==> config.mk <==
export PLATFORM = sky130hd
export DESIGN_NAME = fishing_game_ctrl
export DESIGN_NICKNAME = d
export VERILOG_FILES = /design/src/rtl/fishing_pkg.sv /design/src/rtl/fishing_game_ctrl_spawner.sv /design/src/rtl/fishing_game_ctrl.sv
export SDC_FILE = /design/constraint.sdc
export NUM_CORES = 1
export LEC_CHECK = 0
export ABC_AREA = 1
export BUFFER_PORTS_ARGS = -buffer_cell sky130_fd_sc_hd__buf_2
export CAP_MARGIN = 10
export CORE_MARGIN = 2
export CORE_UTILIZATION = 65
export DETAILED_ROUTE_END_ITERATION = 8
export HOLD_SLACK_MARGIN = 0.06
export PLACE_DENSITY = 0.87
export SLEW_MARGIN = 15
export SYNTH_ARGS = -nofsm -noshare
export SYNTH_HDL_FRONTEND = slang
export SYNTH_SLANG_ARGS = --single-unit
==> constraint.sdc <==
create_clock -name clk -period 6.9 [get_ports clk]
set_clock_uncertainty 0.15 [all_clocks]
set_input_delay 0.345 -clock clk [delete_from_list [all_inputs] [get_ports clk]]
set_output_delay 0.345 -clock clk [all_outputs]
set_load 0.02 [all_outputs]
==> src/rtl/fishing_pkg.sv <==
// Shared types and per-level geometry helpers for the fishing game controller.
package fishing_pkg;

    typedef enum logic [1:0] {
        ST_FISH   = 2'd0,
        ST_CATCH  = 2'd1,
        ST_ESCAPE = 2'd2,
        ST_WIN    = 2'd3
    } game_state_t;

    localparam int PULL_BITS = 4;

    // Reel strength nibble to per-tick pull distance.
    function automatic logic [2:0] pull_step(input logic [PULL_BITS-1:0] n);
        if (n >= 4'd10)
            return 3'd4;
        else if (n == 4'd9)
            return 3'd1;
        return 3'd0;
    endfunction

    function automatic int fish_h_for_level(input int k);
        int h;
        h = 10 >> k;
        return (h < 1) ? 1 : h;
    endfunction

    function automatic int hit_w_for_level(input int k);
        int w;
        w = 15 - 5 * k;
        return (w < 3) ? 3 : w;
    endfunction

    function automatic int fish_y_for_level(input int k, input int y0, input int y_step);
        return y0 - k * y_step;
    endfunction

endpackage

==> src/rtl/fishing_game_ctrl_spawner.sv <==
// Spawn timer and fish x motion: waits for held moves, then swims left and wraps.
module fish_spawner
    import fishing_pkg::*;
#(
    parameter int CW           = 10,
    parameter int SPAWN_DELAY  = 400,
    parameter int FISH_X_START = 798,
    parameter int FISH_X_END   = 144
) (
    input  logic          clk,
    input  logic          rst,
    input  logic          tick,
    input  logic          active,
    input  logic          move_held,
    input  logic          reload,
    input  logic          track,
    input  logic [CW-1:0] track_x,
    output logic [CW-1:0] fish_x
);

    localparam int TW = $clog2(SPAWN_DELAY + 1);
    localparam logic [TW-1:0] DELAY   = TW'(SPAWN_DELAY);
    localparam logic [CW-1:0] X_START = CW'(FISH_X_START);
    localparam logic [CW-1:0] X_WRAP  = CW'(FISH_X_END + 1);

    logic [TW-1:0] timer;

    // Reload beats tracking, which beats normal swimming.
    always_ff @(posedge clk or negedge rst) begin
        if (!rst) begin
            timer  <= '0;
            fish_x <= X_START;
        end else if (tick) begin
            if (reload) begin
                timer  <= '0;
                fish_x <= X_START;
            end else if (track) begin
                fish_x <= track_x;
            end else if (active) begin
                if (timer >= DELAY) begin
                    if (fish_x <= X_WRAP) begin
                        fish_x <= X_START;
                        timer  <= '0;
                    end else begin
                        fish_x <= fish_x - CW'(2);
                    end
                end else if (move_held) begin
                    timer <= timer + 1'b1;
                end
            end
        end
    end

endmodule

==> src/rtl/fishing_game_ctrl.sv <==
// Fishing game FSM: rod/line/fish coordinates, level progression, score and escape timeout.
module fishing_game_ctrl
    import fishing_pkg::*;
#(
    parameter int NUM_LEVELS   = 4,
    parameter int CW           = 10,
    parameter int REEL_W       = 9,
    parameter int ROD_X_MIN    = 312,
    parameter int ROD_X_MAX    = 798,
    parameter int ROD_X_RESET  = 450,
    parameter int SURFACE_Y    = 155,
    parameter int TOP_Y        = 106,
    parameter int FISH_X_START = 798,
    parameter int FISH_X_END   = 144,
    parameter int FISH_Y0      = 470,
    parameter int FISH_Y_STEP  = 90,
    parameter int SPAWN_DELAY  = 400,
    parameter int ESCAPE_TICKS = 120,
    parameter int SCORE_W      = 8,
    localparam int LW          = $clog2(NUM_LEVELS)
) (
    input  logic               clk,
    input  logic               rst,
    input  logic               tick,
    input  logic               up,
    input  logic               left,
    input  logic               right,
    input  logic [REEL_W-1:0]  reel,
    output logic [CW-1:0]      rod_x,
    output logic [CW-1:0]      line_y,
    output logic [CW-1:0]      fish_x,
    output logic [CW-1:0]      fish_y,
    output logic [CW-1:0]      fish_h,
    output logic [LW-1:0]      level,
    output logic [1:0]         game_state,
    output logic               fish_visible,
    output logic               win_pulse,
    output logic [SCORE_W-1:0] score
);

    localparam int EW = $clog2(ESCAPE_TICKS);
    localparam logic [EW-1:0] ESC_LAST   = EW'(ESCAPE_TICKS - 1);
    localparam logic [LW-1:0] LAST_LEVEL = LW'(NUM_LEVELS - 1);
    localparam logic [CW-1:0] ROD_MIN    = CW'(ROD_X_MIN);
    localparam logic [CW-1:0] ROD_MAX    = CW'(ROD_X_MAX);
    localparam logic [CW-1:0] SURF       = CW'(SURFACE_Y);
    localparam logic [CW-1:0] TOP        = CW'(TOP_Y);

    game_state_t   state;
    logic [EW-1:0] esc_cnt;
    logic [2:0]    step;
    logic [CW-1:0] step_cw;
    logic [CW-1:0] hit_w;
    logic [CW-1:0] line_diff;
    logic [CW:0]   hit_right;
    logic          hit;
    logic [CW-1:0] rod_next;
    logic [CW-1:0] line_next;
    logic [CW-1:0] cur_level_y;
    logic [CW-1:0] next_level_y;
    logic [CW-1:0] next_level_h;
    logic          landed;
    logic          move_held;
    logic          reload;
    logic          unused_reel;

    assign step        = pull_step(reel[REEL_W-1 -: PULL_BITS]);
    assign step_cw     = CW'(step);
    assign unused_reel = ^reel[REEL_W-PULL_BITS-1:0];
    assign move_held   = left | right;
    assign landed      = (fish_y < TOP);
    assign game_state  = state;

    // Spawner is restarted on every level reload: level-up landing, escape, or replay from WIN.
    assign reload = (state == ST_ESCAPE)
                  | ((state == ST_CATCH) & landed & (level != LAST_LEVEL))
                  | ((state == ST_WIN) & move_held);

    always_comb begin
        hit_w        = CW'(hit_w_for_level(int'(level)));
        cur_level_y  = CW'(fish_y_for_level(int'(level), FISH_Y0, FISH_Y_STEP));
        next_level_y = CW'(fish_y_for_level(int'(level) + 1, FISH_Y0, FISH_Y_STEP));
        next_level_h = CW'(fish_h_for_level(int'(level) + 1));
        hit_right    = {1'b0, fish_x} + {1'b0, hit_w};
        line_diff    = (line_y >= fish_y) ? (line_y - fish_y) : (fish_y - line_y);
        hit          = up && (rod_x >= fish_x) && ({1'b0, rod_x} <= hit_right)
                       && (line_diff <= fish_h);

        rod_next = rod_x;
        if (right)
            rod_next = ({1'b0, rod_x} + (CW+1)'(3) >= {1'b0, ROD_MAX}) ? ROD_MAX : rod_x + CW'(3);
        else if (left)
            rod_next = ({1'b0, rod_x} <= {1'b0, ROD_MIN} + (CW+1)'(3)) ? ROD_MIN : rod_x - CW'(3);

        line_next = ({1'b0, line_y} + (CW+1)'(4) >= {1'b0, fish_y}) ? fish_y : line_y + CW'(4);
    end

    fish_spawner #(
        .CW           (CW),
        .SPAWN_DELAY  (SPAWN_DELAY),
        .FISH_X_START (FISH_X_START),
        .FISH_X_END   (FISH_X_END)
    ) u_spawner (
        .clk       (clk),
        .rst       (rst),
        .tick      (tick),
        .active    (state == ST_FISH),
        .move_held (move_held),
        .reload    (reload),
        .track     (state == ST_CATCH),
        .track_x   (rod_x),
        .fish_x    (fish_x)
    );

    // win_pulse clears on every clock; everything else only moves on tick.
    always_ff @(posedge clk or negedge rst) begin
        if (!rst) begin
            state        <= ST_FISH;
            rod_x        <= CW'(ROD_X_RESET);
            line_y       <= SURF;
            fish_y       <= CW'(FISH_Y0);
            fish_h       <= CW'(fish_h_for_level(0));
            level        <= '0;
            score        <= '0;
            esc_cnt      <= '0;
            fish_visible <= 1'b1;
            win_pulse    <= 1'b0;
        end else begin
            win_pulse <= 1'b0;
            if (tick) begin
                unique case (state)
                    ST_FISH: begin
                        rod_x  <= rod_next;
                        line_y <= line_next;
                        if (hit) begin
                            state   <= ST_CATCH;
                            esc_cnt <= '0;
                        end
                    end
                    ST_CATCH: begin
                        if (landed) begin
                            if (score != '1)
                                score <= score + 1'b1;
                            if (level == LAST_LEVEL) begin
                                state        <= ST_WIN;
                                win_pulse    <= 1'b1;
                                fish_visible <= 1'b0;
                            end else begin
                                level  <= level + 1'b1;
                                line_y <= SURF;
                                fish_y <= next_level_y;
                                fish_h <= next_level_h;
                                state  <= ST_FISH;
                            end
                        end else begin
                            fish_y <= (fish_y >= step_cw) ? fish_y - step_cw : '0;
                            line_y <= (line_y >= step_cw) ? line_y - step_cw : '0;
                            if (step != 3'd0) begin
                                esc_cnt <= '0;
                            end else if (esc_cnt == ESC_LAST) begin
                                state        <= ST_ESCAPE;
                                fish_visible <= 1'b0;
                            end else begin
                                esc_cnt <= esc_cnt + 1'b1;
                            end
                        end
                    end
                    ST_ESCAPE: begin
                        fish_y       <= cur_level_y;
                        line_y       <= SURF;
                        state        <= ST_FISH;
                        fish_visible <= 1'b1;
                    end
                    ST_WIN: begin
                        if (move_held) begin
                            level        <= '0;
                            line_y       <= SURF;
                            fish_y       <= CW'(FISH_Y0);
                            fish_h       <= CW'(fish_h_for_level(0));
                            state        <= ST_FISH;
                            fish_visible <= 1'b1;
                        end
                    end
                    default: state <= ST_FISH;
                endcase
            end
        end
    end

endmodule
* Yosys cells after proc, flatten, opt, wreduce, memory -nomap -nowiden
Cells that the tools add are included.
** Word-level totals
- Bits in registers :: 80
- Logic and storage cells :: 162
- Output and inout port bits :: 64
- Bits of input ports :: 15
** Operators by class
- Multiply operators :: 3
- Equal/unequal tests :: 20
- Multiplexer cells :: 63
- Shift operators :: 1
- $lt $le $gt $ge :: 15
- Bitwise gates (word level) :: 6
- Add/subtract/negate cells :: 19
- Reductions and logical operators :: 23
** Operator list (number)
- 2-to-1 mux 10 bit :: 24
- 2-to-1 mux 9 bit :: 6
- one-hot mux 10 bit (4 select lines) :: 1
- < comparator 32 x 2 -> 1 bit (second input constant) :: 1
- right shift 4 x 3 -> 32 bit (first input constant) :: 1
- one-hot mux 10 bit (3 select lines) :: 1
- 2-to-1 mux 7 bit :: 4
- >= comparator 10 bit :: 2
- >= comparator 10 x 3 -> 1 bit :: 2
- one-hot mux 10 bit (2 select lines) :: 1
- AND reduction 5 bit :: 4
- subtractor 10 bit :: 2
- subtractor 10 x 2 -> 10 bit (second input constant) :: 2
- subtractor 10 x 3 -> 10 bit :: 2
- != test 3 bit (second input constant) :: 6
- 2-to-1 mux 2 bit :: 8
- nonzero test 3 bit :: 5
- != test 2 bit (second input constant) :: 7
- one-hot mux 7 bit (2 select lines) :: 1
- adder 10 x 10 -> 11 bit :: 1
- adder 10 x 2 -> 11 bit (second input constant) :: 1
- adder 10 x 3 -> 11 bit (second input constant) :: 1
- >= comparator 11 x 10 -> 1 bit :: 1
- >= comparator 11 x 10 -> 1 bit (second input constant) :: 1
- other kinds (39) :: 65

* Logic depth before layout (Yosys ltp)
Gate-level depths: netlist of the first run.
- Word-level depth :: 10
- Mapped depth :: 26
- Depth with buffers taken out :: 24

* By module
A second synthesis of the first run with hierarchy kept.
** Unflattened totals
- Cell total of the unflattened synthesis :: 1137
- Area total of the unflattened synthesis :: 7684.9 um^2
** By module, submodules not included
- fishing_game_ctrl :: times used 1, cells each 918, area each 6249.7 um^2
- fish_spawner :: times used 1, cells each 219, area each 1435.1 um^2

* Worst setup path before layout of the first run
OpenSTA, ideal clock, no wires.
- Path type :: reg2reg
- Start point :: register level[0]
- End point :: register state[0] (netlist: game_state[0])
- Path buffers :: 1
- Setup time :: 118 ps
- Setup slack :: 2946 ps
- Arrival time :: 3685 ps
- Cell stages (with the launch flop) :: 25
- Data required time :: 6632 ps
- Period minus slack after synthesis :: 3954 ps
- Cell sequence :: dfrtp_1 -> inv_1 -> ha_1 -> inv_1 -> ha_1 -> nand3_1 -> and2_1 -> or2_1 -> nand2_1 -> a21oi_1 -> or2_2 -> nor3_1 -> xor2_1 -> ha_1 -> and3_1 -> nand3_1 -> nand2_1 -> a21oi_1 -> nand2_1 -> nand4_2 -> o21bai_4 -> buf_6 -> nand2_2 -> nand2_1 -> nand2_1
** Between the ends
- Word-level cells in the longest chain between the ends :: 10
** Ends and longest elaborated chain
- from (decl) :: RTL line fishing_game_ctrl.sv:34 : output logic [LW-1:0] level,
- from (signal assigned) :: RTL line fishing_game_ctrl.sv:149 : level <= level + 1'b1;
- multiplier 3 x 2 -> 5 bit :: RTL line fishing_pkg.sv:30 : w = 15 - 5 * k;
- subtractor 4 x 5 -> 6 bit :: RTL line fishing_pkg.sv:30
- < comparator 6 x 3 -> 1 bit :: RTL line fishing_pkg.sv:31 : return (w < 3) ? 3 : w;
- 2-to-1 mux 10 bit :: RTL line fishing_pkg.sv:31
- adder 10 x 10 -> 11 bit :: RTL line fishing_game_ctrl.sv:84 : hit_right = {1'b0, fish_x} + {1'b0, hit_w};
- less-or-equal comparator 10 x 11 -> 1 bit :: RTL line fishing_game_ctrl.sv:86 : hit = up && (rod_x >= fish_x) && ({1'b0, rod_x} <= hit_right)
- logical AND 1 bit :: RTL line fishing_game_ctrl.sv:86
- logical AND 1 bit :: RTL line fishing_game_ctrl.sv:87 : && (line_diff <= fish_h);
- != test 2 bit (no line)
- AND reduction 5 bit (no line)
- to (signal assigned) :: RTL line fishing_game_ctrl.sv:118 : state <= ST_FISH;
- to (signal assigned) :: RTL line fishing_game_ctrl.sv:136 : state <= ST_CATCH;
- to (signal assigned) :: RTL line fishing_game_ctrl.sv:145 : state <= ST_WIN;
- to (decl) :: RTL line fishing_game_ctrl.sv:49 : game_state_t state;
Several ways; a longest one is shown, not always the timed one.
A chain may end at the register's enable or synchronous reset.

* Worst setup path in the final report of the first run
- Start point :: register level[0]
- End point :: register esc_cnt[4]
** Between the ends
- Word-level cells in the longest chain between the ends :: 10
** Ends and longest elaborated chain
- multiplier 3 x 2 -> 5 bit (*) :: RTL line fishing_pkg.sv:30
- subtractor 4 x 5 -> 6 bit (*) :: RTL line fishing_pkg.sv:30
- < comparator 6 x 3 -> 1 bit :: RTL line fishing_pkg.sv:31
- 2-to-1 mux 10 bit (*) :: RTL line fishing_pkg.sv:31
- adder 10 x 10 -> 11 bit (*) :: RTL line fishing_game_ctrl.sv:84
- less-or-equal comparator 10 x 11 -> 1 bit (*) :: RTL line fishing_game_ctrl.sv:86
- logical AND 1 bit (*) :: RTL line fishing_game_ctrl.sv:86
- logical AND 1 bit (*) :: RTL line fishing_game_ctrl.sv:87
- != test 2 bit (no line) (*)
- AND reduction 5 bit (no line) (*)
- to (signal assigned) :: RTL line fishing_game_ctrl.sv:164 : esc_cnt <= esc_cnt + 1'b1;
- to (decl) :: RTL line fishing_game_ctrl.sv:50 : logic [EW-1:0] esc_cnt;
Mark *: on every way between the ends. The rest lies on a longest branch, timed or not.

==> results of run 1 <==
logic make-up (layout without fill, tap and decap cells):
| group | Yosys count | in the layout |
|---|---|---|
| XOR/XNOR | 53 | 53 |
| other | 1 | 7 |
| adder cells (fa/ha/maj) | 82 | 82 |
| AND/OR/NAND/NOR | 485 | 485 |
| flip-flops | 74 | 74 |
| AO/OA/AOI/OAI | 199 | 199 |
| buffers and inverters | 184 | 246 |
sequential cells by signal, summed over array words and instances, names as in the netlist:
register and count:
score 8, win_pulse 1, fish_y 10, fish_visible 1
rod_x 10, fish_h 4, u_spawner.timer 9, game_state 2
esc_cnt 7, line_y 10, u_spawner.fish_x 10, level 2
metal layers:
| layer | track usage | routed length [microns] | vias to the layer above |
|---|---|---|---|
| met5 | 0 | 0 | - |
| met4 | 0.159 | 685 | 0 |
| met3 | 0.0365 | 1340 | 64 |
| met2 | 0.579 | 10100 | 350 |
| met1 | 0.422 | 8220 | 3498 |
| li1 | - | - | 3691 |
what timing repair did:
action,in CTS,in global routing
hold buffers,1,0
setup endpoints to repair,0,0
gates resized for setup,0,0
hold endpoints to repair,22,0
Yosys cell counts (2+ instances only):
cell      number  share of area
a31oi_1        7         0.0058
fa_1           3         0.0080
nor3_2         3         0.0040
xor2_1        43          0.050
o221ai_1       2         0.0023
nor2_4         8          0.012
o211ai_1      11          0.011
o22ai_1       10         0.0083
clkinv_1       2         0.0010
inv_1        146          0.073
o21bai_1       2         0.0020
buf_4          7         0.0070
buf_6          2         0.0030
clkbuf_1       4         0.0020
ha_1          79           0.13
o21ai_1       10         0.0067
a211oi_1       5         0.0050
nor2_2         7         0.0058
xnor2_1       10          0.012
a21oi_2        3         0.0035
or2_2          3         0.0025
nand3_2        5         0.0067
nor3b_1        3         0.0030
nand3_1       68          0.045
dfrtp_1       50           0.17
nand4_1       18          0.015
o21a_1         3         0.0030
a21oi_1       69          0.046
nor3_1        18          0.012
nand3b_1       2         0.0020
inv_2         14         0.0070
nand2_1      240           0.12
buf_2          8         0.0053
and2_1         2         0.0017
a22oi_1        6         0.0060
dfstp_2       24          0.084
nand2_2       10         0.0083
o21ai_0       61          0.041
nor2_1        91          0.045
worst min-delay path: stages:
cell and delay [ns]:
buf_2 0.10, inv_1 0.08, nor2_1 0.11
worst min path at each step:
| stage | start | to | slack (ns) | depth (start not counted) |
|---|---|---|---|---|
| 4_1_cts | tick | win_pulse$_DFF_PN0_ | 0.18 | 3 |
| 5_1_grt | tick | win_pulse$_DFF_PN0_ | 0.22 | 3 |
| 3_5_place_dp | esc_cnt[1]$_DFFE_PN0P_ | esc_cnt[1]$_DFFE_PN0P_ | 0.35 | 2 |
| 6_report | tick | win_pulse$_DFF_PN0_ | 0.18 | 3 |
| 2_1_floorplan | rst | esc_cnt[0]$_DFFE_PN0P_ | -0.10 | 0 |
| 3_3_place_gp | esc_cnt[3]$_DFFE_PN0P_ | esc_cnt[3]$_DFFE_PN0P_ | 0.34 | 2 |
area by class of cell:
| class | count | area, sq um |
|---|---|---|
| multi-input combinational | 826 | 4910 |
| clock inverter | 6 | 95.1 |
| timing repair buffer | 68 | 348 |
| inverter | 162 | 608 |
| tap | 143 | 179 |
| fill | 928 | 3110 |
| clock buffer | 10 | 239 |
| sequential | 74 | 1880 |
per-stage QoR:
step	hold WS, ns	util	std cells	cell area [sq um]
final	0.177	0.726	1289	8260
after global routing	0.217	0.726	1289	8260
after CTS	0.182	0.726	1289	8260
after detailed placement	0.351	0.696	1272	7910
after global placement	0.341	0.696	1272	7910
after floorplan	-0.101	-	1084	7530
==> metrics.md, run 1 <==
| Metric | Value |
|---|---|
| Final setup viols | 0 |
| Placeable Area | 0.0114 sq mm |
| DR iter-0 viols | 685 |
| Worst-path clk slew | 0.06 ns |
| Largest delay share family, worst path | simple AND/OR/NAND/NOR gates |
| Arr. time, crit path | 4.64 ns |
| Nets | 1238 |
| Slowest-stage cell, CP | dfrtp_1 |
| Max incr delay on CP | 0.46 ns |
| Final Max Slew Viols | 0 |
| Simple logic cell fraction of the synthesized area | 0.294 |
| PnR worst setup slack | 2.35 ns |
| Setup crit end | esc_cnt[4]$_DFFE_PN0P_ |
| Setup bufs post-CTS | 0 |
| Post-Synth XOR/XNOR Area | 0.0618 |
| EDFF count, synth | 0 |
| Longest Clk Path Bufs | 2 |
| Synth Flop Type | dfrtp_1 |
| Reg2reg path depth | 23 |
| Worst endpoint required time | 6.99 ns |
| Hold Vio Cnt, Final | 0 |
| Chip height | 111 microns |
| Most common cell after layout, fill and taps aside | nand2_1 |
| Yosys warnings | 0 |
| RR Endpoint | esc_cnt[4]$_DFFE_PN0P_ |
| Overall routed net length | 20300 microns |
| Most frequent cells in the layout | nand2_1, inv_1, nor2_1, ha_1, a21oi_1 |
| Num Clock Sinks | 74 |
| Area of the mapped netlist | 0.00751 sq mm |
| Synth Register Bits | 74 |
| First-pass GRT wire length | 34200 microns |
| Setup WS pre-CTS | 2.41 ns |
| Reg2Reg Setup Slack | 2.35 ns |
| Critical path buffers and inverters | 2 |
| Worst-skew pair later-pin latency | 0.36 ns |
| Max Cap Viol | 0 |
| Largest net degree at the start of global routing | 75 |
| Initial antenna violation count | 0 |
| Wire per inst | 15.8 microns |
| Area delta synth->final | 9.96% |
| Drt drc | 0 |
| Detailed Place HPWL | 15300 microns |
| Vias in the first global route | 7165 |
| Fin Setup TNS | 0 ns |
| Die area | 0.0124 sq mm |
| Critical Path Stages | 23 |
| Starting Density | 0.661 |
| Hold Path Class | in -> reg |
| Relative slew slack | 0.322 |
| GR Util All Layers | 0.336 |
| Diodes inserted | 0 |
| Routed via count | 7603 |
| CP dominant cell by count | nand2_1 |
| FF-to-FF Start | level[0]$_DFFE_PN0P_ |
| Drt pass-1 iters | 5 |
| Critical Path Start Type | register |
| Worst-margin pin slew | 1.02 ns |
| Mux contribution to synthesized area | 0 |
| Final Cycle Share | 0.660 |
| Register area share after synthesis | 0.251 |
| Endpoint class of the critical path | register |
| Crit path kind | reg -> reg |
| Status | finished, final reports clean |
| Die X | 111 microns |
| Total gr overflow | 0 |
| Gpl congestion | 1.00 |
| Port bufs | 67 |
| Number of buffers created by CTS | 9 |
| Share of flip-flops with an asynchronous set or reset | 1.00 |
| Vias per cell | 5.90 |
| Final antenna-violating net count | 0 |
| Synth Area in Compound Gates | 0.155 |
| Critical-path cell list | inv_1 > ha_1 > inv_1 > ha_1 > nand3_1 > and2_1 > or2_1 > nand2_1 > a21oi_1 > or2_2 > nor3_1 > xor2_1 > ha_1 > and3_1 > nand3_1 > nand2_1 > a21oi_1 > nand2_1 > nand4_2 > o21bai_4 > nand2_2 > nand2_1 > nand2_1 |
| I/O pin total | 79 |
| # H-tree levels | 3 |
| Post-synthesis cell type count | 58 |
| Largest family of logic cells by synthesized area | simple AND/OR/NAND/NOR gates |
| Root Buffer | clkbuf_16 |
| Fmax | 220 MHz |
| Worst setup path start | level[0]$_DFFE_PN0P_ |
| Cell Rows | 39 |
| Synth Instances | 1078 |
| CTS tree | done |
| Adder-cell area share of the yosys netlist | 0.140 |
| Mean Syn Cell Area | 6.97 sq um |
| Fin crit period | 4.55 ns |
| RSZ-0062 raised after global routing | false |
| Crit path max fanout | 11 |
| Layout cell share with drive strength beyond 1 | 0.146 |
Power of run 1 is left out: the tool's default activity adds up to more than one toggle a clock period on the data nets, which glitch-free logic cannot reach.
==> run 2, diff against run 1 <==
--- a/config.mk
+++ b/config.mk
@@ -5,14 +5,14 @@
 export SDC_FILE = /design/constraint.sdc
 export NUM_CORES = 1
 export LEC_CHECK = 0
-export ABC_AREA = 1
+export ABC_AREA = 0
 export BUFFER_PORTS_ARGS = -buffer_cell sky130_fd_sc_hd__buf_2
 export CAP_MARGIN = 10
 export CORE_MARGIN = 2
-export CORE_UTILIZATION = 65
+export CORE_UTILIZATION = 61
 export DETAILED_ROUTE_END_ITERATION = 8
 export HOLD_SLACK_MARGIN = 0.06
-export PLACE_DENSITY = 0.87
+export PLACE_DENSITY = 0.82
 export SLEW_MARGIN = 15
 export SYNTH_ARGS = -nofsm -noshare
 export SYNTH_HDL_FRONTEND = slang
==> constraint.sdc (replaced) <==
create_clock -name clk -period 4.54 [get_ports clk]
set_clock_uncertainty 0.15 [all_clocks]
set_input_delay 0.227 -clock clk [delete_from_list [all_inputs] [get_ports clk]]
set_output_delay 0.227 -clock clk [all_outputs]
set_load 0.02 [all_outputs]
==> metrics.md, run 2 <==
| Metric | Value |
|---|---|
| Slowest-stage cell, CP | dfstp_2 |
| Area delta synth->final | 13.1% |
| Crit path max fanout | 8 (-3) |
| Maximum VDD drop | 0.000485 V |
| Detailed Place HPWL | 15200 microns (-0.88%) |
| Largest area contributor in the netlist | dfrtp_1 |
| Area of the mapped netlist | 0.00732 sq mm (-2.5%) |
| Largest net degree at the start of global routing | 75 (unchanged) |
| Final antenna-violating net count | 0 (unchanged) |
| Final Cycle Share | 0.946 (+0.286) |
| Status | finished, final reports clean |
| Endpoint class of the critical path | register |
| Vias per cell | 6.48 (+9.9%) |
| Reg power frac | 0.233 |
| Internal Dissipation | 2.80 mW |
| CTS tree | done |
| Gate power share | 0.604 |
| Area contributors post-synth | dfrtp_1, ha_1, dfstp_2 |
| Chip height | 114 microns (+1.8%) |
| Net switching power | 2.57 mW |
| Crit path kind | reg -> reg |
| Worst-path clk slew | 0.06 ns (about the same) |
| Root Buffer | clkbuf_16 |
| Total gr overflow | 0 (unchanged) |
| Sw Ratio | 0.479 |
| Max Cap Viol | 0 (unchanged) |
| Synth Flop Type | dfrtp_1 |
| Most common cell after layout, fill and taps aside | o21ai_0 |
| Starting Density | 0.617 (-0.0435) |
| Clk pwr share | 0.163 |
| Vias in the first global route | 6756 (-5.7%) |
| Arr. time, crit path | 4.39 ns (-0.25 ns) |
| Fin Setup TNS | 0 ns (unchanged) |
| Drt drc | 0 (unchanged) |
| Cell Rows | 40 (+2.6%) |
| Critical Path Start Type | register |
| Post-synth top cells | ha_1, o21ai_0, nor2_1, nand2_1, inv_1 |
| Synth Register Bits | 74 (unchanged) |
| Max incr delay on CP | 0.38 ns (-0.08 ns) |
| Routed via count | 7233 (-4.9%) |
| Placed Instances | 1094 (-14%) |
| GR Util All Layers | 0.325 (-0.0103) |
| Num Clock Sinks | 74 (unchanged) |
| Worst-margin pin slew | 1.04 ns (+0.0223 ns) |
| First-pass GRT wire length | 33700 microns (-1.4%) |
| Final setup viols | 0 (unchanged) |
| Nets | 1061 (-14%) |
| Longest Clk Path Bufs | 2 (unchanged) |
| Die area | 0.0129 sq mm (+3.7%) |
| Port bufs | 67 (unchanged) |
| Leakage | 3.77 nW |
| Diodes inserted | 0 (unchanged) |
| I/O pin total | 79 (unchanged) |
| Post-synthesis cell type count | 91 (+57%) |
| Wire per inst | 18.9 microns (+20%) |
| Share of flip-flops with an asynchronous set or reset | 1.00 (unchanged) |
| Fin crit period | 4.29 ns (-0.258 ns) |
| Register area share after synthesis | 0.257 (+0.00655) |
| Number of buffers created by CTS | 9 (unchanged) |
| Fin cells | 1116 (-13%) |
| Initial antenna violation count | 0 (unchanged) |
| Layout cell share with drive strength beyond 1 | 0.182 (+0.0359) |
| Synth top area share | 0.171 (+0.00436) |
| EDFF count, synth | 0 (unchanged) |
| PD cells | 649 mW/mm^2 |
| Worst endpoint required time | 4.63 ns (-2.36 ns) |
| Hold Vio Cnt, Final | 0 (unchanged) |
| Hold Path Class | in -> reg |
| Placeable Area | 0.0119 sq mm (+4.3%) |
| # H-tree levels | 3 (unchanged) |
| DR iter-0 viols | 700 (+2.2%) |
| Overall routed net length | 21100 microns (+3.7%) |
| Worst-skew pair later-pin latency | 0.35 ns (about the same) |
| Mean Syn Cell Area | 8.19 sq um (+18%) |
| Drt pass-1 iters | 5 (unchanged) |
| Yosys warnings | 0 (unchanged) |
| Most frequent cells in the layout | o21ai_0, ha_1, nor2_1, nand2_1, buf_2 |
| Final Max Slew Viols | 0 (unchanged) |
| Synth Instances | 894 (-17%) |
| Relative slew slack | 0.298 (-0.0237) |
| Fmax | 233 MHz (+6.0%) |
| Gpl congestion | 0.905 (-9.5%) |
| Die X | 114 microns (+1.8%) |
| Critical-path cell list | inv_1 > ha_2 > inv_1 > fa_2 > nor2b_2 > o211ai_4 > nand3_2 > a21oi_4 > mux2i_1 > xor2_1 > ha_1 > a21oi_2 > o21ai_0 > o21ai_1 > o2111ai_1 > a21oi_2 > a32oi_4 > nand2b_4 > o41ai_2 |
-- run 2: cell types whose count changed after synthesis, sizes merged, moves of 14 or more --
cell,change
nand3,-49
inv,-101
nor2b,+14
xor2,-34
nand2b,+16
xnor2,+20
a21oi,-19
nand2,-181
nor2,-34
clkbuf,+28
and3,+16
-- run 2: final timing paths --
check / from / to / slack [ns] / depth (start not counted)
max: line_y[0]$_DFFE_PN1P_ / esc_cnt[4]$_DFFE_PN0P_ / 0.25 / 19
min: tick / win_pulse$_DFF_PN0_ / 0.1 / 2
max reg2reg: line_y[0]$_DFFE_PN1P_ / esc_cnt[4]$_DFFE_PN0P_ / 0.25 / 19
min reg2reg: u_spawner.timer[2]$_DFFE_PN0P_ / u_spawner.timer[2]$_DFFE_PN0P_ / 0.35 / 1
max in group asynchronous: rst / line_y[8]$_DFFE_PN0P_ / 3.17 / 2
min in group asynchronous: rst / rod_x[3]$_DFFE_PN0P_ / 0.42 / 2
-- run 2: timing repair --
| item | 4_1_cts | 5_1_grt |
|---|---|---|
| hold endpoints to repair | 50 | 0 |
| gates resized for setup | 2 | 8 |
| pin swaps | 0 | 6 |
| hold buffers | 1 | 0 |
| buffers inserted | 0 | 5 |
| setup endpoints to repair | 4 | 7 |
-- run 2: critical path: cells and delay by family, from the launching register on --
family                     cells  cell delay (ns)
AOI/OAI and AO/OA              9             1.71
adders and majority gates      3             0.81
and+or+nand+nor                3             0.56
DFF                            1             0.38
muxes                          1             0.25
xor gates and xnor gates       1             0.19
buffers and inverters          2             0.14
-- run 2: per-layer routing --
metal / GRT usage / vias up / routed length [microns]
met1: 0.422 / 3453 / 8750
met2: 0.557 / 305 / 10400
li1: - / 3422 / -
met4: 0.130 / 0 / 576
met5: 0 / - / 0
met3: 0.0367 / 53 / 1390
-- run 2: area by class of cell --
type,count,area [sq um]
Clock buffer,11,253
Clock inverter,5,108
Fill cell,979,3590
Inverter,60,225
Multi-Input combinational cell,718,5030
Sequential cell,74,1880
Tap cell,147,184
Timing Repair Buffer,101,596
-- run 2: logic make-up (layout without fill, tap and decap cells) --
kind of cell	after synthesis	in the layout	share of synthesized area
simple gates	293	293	0.203
compound gates	282	282	0.262
buf+inv	108	177	0.0658
fa+ha+maj	82	82	0.143
flops	74	74	0.257
xor+xnor	39	39	0.0467
mux	15	15	0.0212
other cells	1	7	0.000512
-- run 2: per-stage QoR --
step | hold WS [ns] | worst slack (ns) | area (sq um) | power (mW) | utilization
detailed placement | 0.289 | -0.0212 | 7820 | 4.34 | 0.659
global placement | 0.286 | 0.124 | 7820 | 4.24 | 0.659
finish | 0.0985 | 0.246 | 8270 | 5.37 | 0.698
floorplan | -0.219 | 0.461 | 7340 | 3.51 | -
CTS | 0.0933 | 0.0851 | 8200 | 5.26 | 0.692
global route | 0.117 | -0.00319 | 8270 | 5.75 | 0.698
-- run 2: power by group through the flow --
stage | Combinational (mW) | Clock, mW | Sequential [mW]
final | 3.24 | 0.874 | 1.25
after global routing | 3.56 | 0.908 | 1.27
after CTS | 3.15 | 0.879 | 1.23
after detailed placement | 3.10 | 0 | 1.24
after global placement | 3.01 | 0 | 1.24
after floorplan | 2.23 | 0 | 1.27
(Power assumes the default switching activity.)
